### src/rtl/ssd_scan_ctl_n.sv
// Time-multiplexed seven-segment scan controller for DIGITS common-anode digits.
// Optional leading-zero blanking is compiled in with the SSD_SCAN_LZB_EN macro.
module ssd_scan_ctl_n #(
    parameter int DIGITS   = 4,
    parameter int PRESCALE = 100000,
    parameter int DEAD     = 1,
    localparam int IW      = (DIGITS > 1) ? $clog2(DIGITS) : 1,
    localparam int CW      = $clog2(PRESCALE)
) (
    input  logic                  clk,
    input  logic                  rst,
    input  logic                  en,
    input  logic [4*DIGITS-1:0]   digits,
    input  logic [DIGITS-1:0]     digit_mask,
    output logic [3:0]            ssd_in,
    output logic [DIGITS-1:0]     ssd_ctl,
    output logic [IW-1:0]         digit_idx,
    output logic                  frame_tick
);

    logic [CW-1:0]     cnt, cnt_nxt;
    logic [IW-1:0]     idx, idx_nxt;
    logic [3:0]        nib_q;
    logic              lit_q, lit_nxt;
    logic              blank_q, blank_nxt, blank_now;
    logic              cnt_last, idx_last, latch, sel_on;
    logic [DIGITS-1:0] ctl_nxt;
    logic [3:0]        nib_arr [DIGITS];

    always_comb begin
        for (int i = 0; i < DIGITS; i++) begin
            nib_arr[i] = digits[4*i +: 4];
        end
    end

`ifdef SSD_SCAN_LZB_EN
    // lz[i]: nibble i and every nibble above it are zero
    logic [DIGITS:0] lz;

    always_comb begin
        lz         = '0;
        lz[DIGITS] = 1'b1;
        for (int i = DIGITS - 1; i >= 0; i--) begin
            lz[i] = lz[i+1] && (nib_arr[i] == 4'h0);
        end
        blank_now = (idx != '0) && lz[idx];
    end
`else
    assign blank_now = 1'b0;
`endif

    always_comb begin
        cnt_last = (cnt == CW'(PRESCALE - 1));
        idx_last = (idx == IW'(DIGITS - 1));
        cnt_nxt  = cnt;
        idx_nxt  = idx;
        if (en) begin
            if (cnt_last) begin
                cnt_nxt = '0;
                idx_nxt = idx_last ? '0 : idx + IW'(1);
            end else begin
                cnt_nxt = cnt + CW'(1);
            end
        end

        // slot attributes are captured on the edge that leaves cnt = 0
        latch     = en && (cnt == '0);
        lit_nxt   = latch ? digit_mask[idx] : lit_q;
        blank_nxt = latch ? blank_now : blank_q;

        // select is computed from next-state cnt/idx so the flop lines up with cnt
        sel_on  = en && (cnt_nxt >= CW'(DEAD)) && lit_nxt && !blank_nxt;
        ctl_nxt = '1;
        if (sel_on) begin
            ctl_nxt[idx_nxt] = 1'b0;
        end
    end

    always_ff @(posedge clk) begin
        if (rst) begin
            cnt     <= '0;
            idx     <= '0;
            nib_q   <= '0;
            lit_q   <= 1'b0;
            blank_q <= 1'b0;
            ssd_ctl <= '1;
        end else begin
            cnt     <= cnt_nxt;
            idx     <= idx_nxt;
            lit_q   <= lit_nxt;
            blank_q <= blank_nxt;
            ssd_ctl <= ctl_nxt;
            if (latch) begin
                nib_q <= nib_arr[idx];
            end
        end
    end

    assign ssd_in     = nib_q;
    assign digit_idx  = idx;
    assign frame_tick = !rst && en && cnt_last && idx_last;

endmodule

### config.mk
export PLATFORM = sky130hd
export DESIGN_NAME = ssd_scan_ctl_n
export DESIGN_NICKNAME = d
export VERILOG_FILES = /design/src/rtl/ssd_scan_ctl_n.sv
export SDC_FILE = /design/constraint.sdc
export NUM_CORES = 1
export LEC_CHECK = 0
export CAP_MARGIN = 40
export CELL_PAD_IN_SITES_DETAIL_PLACEMENT = 0
export CELL_PAD_IN_SITES_GLOBAL_PLACEMENT = 1
export CORE_ASPECT_RATIO = 0.8
export CORE_MARGIN = 2
export CORE_UTILIZATION = 40
export CTS_CLUSTER_SIZE = 12
export DETAILED_ROUTE_END_ITERATION = 16
export PLACE_DENSITY = 0.82
export SETUP_SLACK_MARGIN = 0.3
export SLEW_MARGIN = 30
export SYNTH_ARGS = -nofsm -noshare
export SYNTH_HDL_FRONTEND = slang
export SYNTH_SLANG_ARGS = --single-unit
### constraint.sdc
create_clock -name clk -period 4 [get_ports clk]
set_input_delay 0.6 -clock clk [delete_from_list [all_inputs] [get_ports clk]]
set_output_delay 0.6 -clock clk [all_outputs]
set_load 0.03 [all_outputs]
* Word-level counts from Yosys, hierarchy flattened *
Index checks and enable logic that the tools add are counted.
W data, S select, Z words.

operators by class
  reductions and logical operators = 12
  bitwise logic cells = 3
  add/sub/neg operators = 2
  eq/ne operators = 2
  div/mod/pow operators = 0
  shift-type cells = 0
  muxes and demuxes = 14
  multiply operators = 0
  magnitude comparators = 5

operators with widths
  operator                 number
  $mux W17                 2
  $add A17 B1 Y17 const B  1
  $eq A17 B17 Y1 const B   1
  $ge A17 B1 Y1 const B    1
  $logic_not A17 Y1        1
  $bmux W4 S2              1
  $logic_and A1 B1 Y1      8
  $mux W4                  2
  $lt A2 B3 Y1 const B     2
  $mux W2                  3
  $mux W1                  4
  $not A4 Y4               1
  $ge A3 B3 Y1 const B     1
  $not A2 Y3               1
  $add A2 B1 Y2 const B    1
  $bmux W1 S2              1
  $demux W1 S2             1
  $eq A2 B2 Y1 const B     1
  $ge A2 B1 Y1 const B     1
  $logic_not A1 Y1         2
  $reduce_or A2 Y1         1
  $not A1 Y1               1

storage, ports and cells
  memories = 0
  input port bits = 23
  bits in writable memories = 0
  memory bits (read-only) = 0
  bits in latches = 0
  output and inout bits = 11
  register bits after elaboration = 29

* Depth between registers and ports, before layout *
  word-level depth = 9
  depth in mapped cells = 8
  mapped depth without buffers = 8

* Worst setup path before layout *
OpenSTA, ideal clock, no wires.

  path type = input -> output
  from = input en
  to = output frame_tick
  stages on the path = 5
  path slack = 1.435 ns
  arrival time = 1.965 ns
  cell sequence = buf_4 and4_1 buf_6 nand3_2 nor3b_1

on the way
  longest elaborated chain between the ends = 3

ends and longest elaborated chain
  element                            RTL line  text
  start: declaration                 12        input logic en,
  $logic_and A1 B1 Y1 (3 in series)  101       assign frame_tick = !rst && en && cnt_last && idx_last;
  end: declaration                   18        output logic frame_tick

No other way between the ends.

* Final worst setup path *
Same ends and word-level chain as after synthesis.

==> flow_summary.ini <==
[sta]
finalHoldViolations = 0
slew_violations = 0
worst-slew-pin-transition_ns = 0.6340
fin_crit_ns = 3.208
finalCritPeriodShare_pct = 80.20
holdWs_ns = 0.4751
rsz0062_at_grt = false
fmax_ghz = 0.3117
tns_ns = 0
clock_skew_ns = 0.007388
finalSetupViolCount = 0
slew_headroom_pct = 57.34

[layout]
final.fill_count = 410
final_cell_mix = clkdlybuf4s50_1 (33), nor2_1 (30), dfxtp_1 (29)
drive_gt1_share_pct = 12.89
syn_to_final_growth_pct = 22.94
fin_nets = 250
final_common_cell = clkdlybuf4s50_1
num_antenna_cells = 0

[flow_run]
drv_cap = 0

[worst_setup_path]
startpoint_type = input port
arrival_ns = 2.61
r2r-start = cnt[1]
required_ns = 3.40
end_kind = output pin
reg2reg_depth = 8
path_max_fanout = 9
cp-startpoint = en
worstSetupPathType = in2out

[clock_network]
h-tree-depth = 2
clock_latency_ns = 0.28
cts.sinks = 29
post_cts_resized = 0
clkSlewWorstSetupHoldPaths_ns = 0.06
cts_hold_buf = 0
cts_made_buffers = 5
post-cts-setup-buffers = 0
tritoncts = built
clk_path_buf_depth = 2
cts-root-buf = clkbuf_8

[global_route]
grt_first_pass_wirelength_um = 6472
grt_overflow = 0
gr-max-usage-layer = met1
antenna_found_initial = 0
grt_max_degree = 15
met3_usage_pct = 4.237
met1_usage_pct = 26.72
gr-usage-met2_pct = 20.55
grt_pass1_vias = 1269
grt_use_total_pct = 16.72

[status]
status = finished clean

[route]
wirelength_um = 3895
drcViolationCount = 0
drt_iter0_markers = 90
vias = 1461
dr.pass1.iters = 4
wire_per_inst_um = 13.81
antenna_left = 0
via_per_inst = 5.181

[yosys]
asyncSetResetFlopFracSynth_pct = 0
ys_ff_latch = 29
synth_cells = 198
seq_area_frac_synth_pct = 32.07
synth_cell_types = 48
synth_top_flop_cell = dfxtp_1
netlist_area_um2 = 1810
synth_nets = 224
synth-edff-count = 0
avgSynthCellArea_um2 = 9.144
yosysWarnings = 0

[worst_hold_path]
min_path_cells = 2
min_path_type = reg2reg
hold_start = lit_q

[pwr]
swShare_pct = 23.37
seqPwrFrac_pct = 46.5
intPower_w = 0.0004923
clockPowerShare_pct = 41.7
peakVddDrop_mv = 0.2106
comb_power_share_pct = 11.8
p_sw_w = 0.0001502
power_density_nw_per_um2 = 288.7
p_leak_nw = 0.8491

[place]
dp_hpwl_um = 2933
place_congestion = 0.7787
port_buffers = 33

[die]
core_um2 = 4257
dieWidth_um = 79.22
fp.dieArea_um2 = 5084
ios = 34
rows = 21
die_y_um = 64.18
initial_core_util_pct = 42.53
[critical path, cell delays in order]
cell and delay [ns]:
clkdlybuf4s50_1 0.63, and4_1 0.29, nand3_2 0.16, nor3b_1 0.22, clkdlybuf4s50_1 0.70
[logic make-up (layout without fill, tap and decap cells)]
| family | count (synthesis) | after routing | synth area share [%] |
|---|---|---|---|
| multiplexers | 11 | 11 | 9.606 |
| XOR/XNOR | 19 | 19 | 9.191 |
| adder cells (fa/ha/maj) | 3 | 3 | 2.073 |
| AND/OR/NAND/NOR | 93 | 93 | 30.82 |
| flip-flops | 29 | 29 | 32.07 |
| buffers and inverters | 21 | 48 | 6.495 |
| AO/OA/AOI/OAI | 22 | 22 | 9.745 |
[per-stage QoR]
stage / power [W] / worst slack (ns) / instance area, um^2 / utilization (%) / std cells
2_1_floorplan: 0.0003463 / 1.435 / 1810 / - / 198
3_3_place_gp: 0.0003805 / 0.8060 / 2125 / 49.91 / 274
3_5_place_dp: 0.0003813 / 0.7883 / 2125 / 49.91 / 274
4_1_cts: 0.0006544 / 0.7789 / 2226 / 52.29 / 282
5_1_grt: 0.0006744 / 0.6664 / 2226 / 52.29 / 282
6_report: 0.0006425 / 0.7919 / 2226 / 52.29 / 282
[per-layer routing]
layer	vias up	routed length (um)
met5	-	0
met4	0	32
met3	5	165
met2	19	1542
met1	682	2153
li1	755	-
[registers in the layout, summed over array words and instances, names as in the netlist]
| signal | flops |
|---|---|
| digit_idx | 2 |
| lit_q | 1 |
| blank_q | 1 |
| cnt | 17 |
| ssd_ctl | 4 |
| ssd_in | 4 |
[synthesized netlist by cell type, drive strengths merged (6+ instances only)]
cell type	number	area share [%]
nor2	30	6.2
xnor2	11	5.3
nand2	15	3.5
a21oi	6	1.7
inv	6	1.2
nand4	14	6.7
dfxtp	29	32
nand3	8	2.8
buf	14	5.0
xor2	8	3.9
[final timing paths]
check / slack (ns) / endpoint
worst max-delay path: 0.79 / frame_tick
worst min-delay path: 0.48 / lit_q
worst max register to register: 1.89 / ssd_ctl[1]
worst min register to register: 0.48 / lit_q
[power groups by stage]
stage	logic, W	registers (W)	clock network [W]
after floorplan	0.0000362	0.000310	0
after global placement	0.0000755	0.000305	0
after detailed placement	0.0000761	0.000305	0
after CTS	0.0000765	0.000299	0.000279
after global routing	0.0000820	0.000299	0.000293
final	0.0000758	0.000299	0.000268
[area by class of cell]
class	count	area, um^2	share of cell area [%]
inverters	6	22.52	1.012
flip-flops and latches	29	580.6	26.08
repair buffers	34	337.8	15.18
well taps	57	71.32	3.204
clock buffers	7	96.34	4.328
clock inverters	1	5.005	0.2248
multi-input cells	148	1112	49.97
No activity file was read; power rests on OpenSTA's default activity.
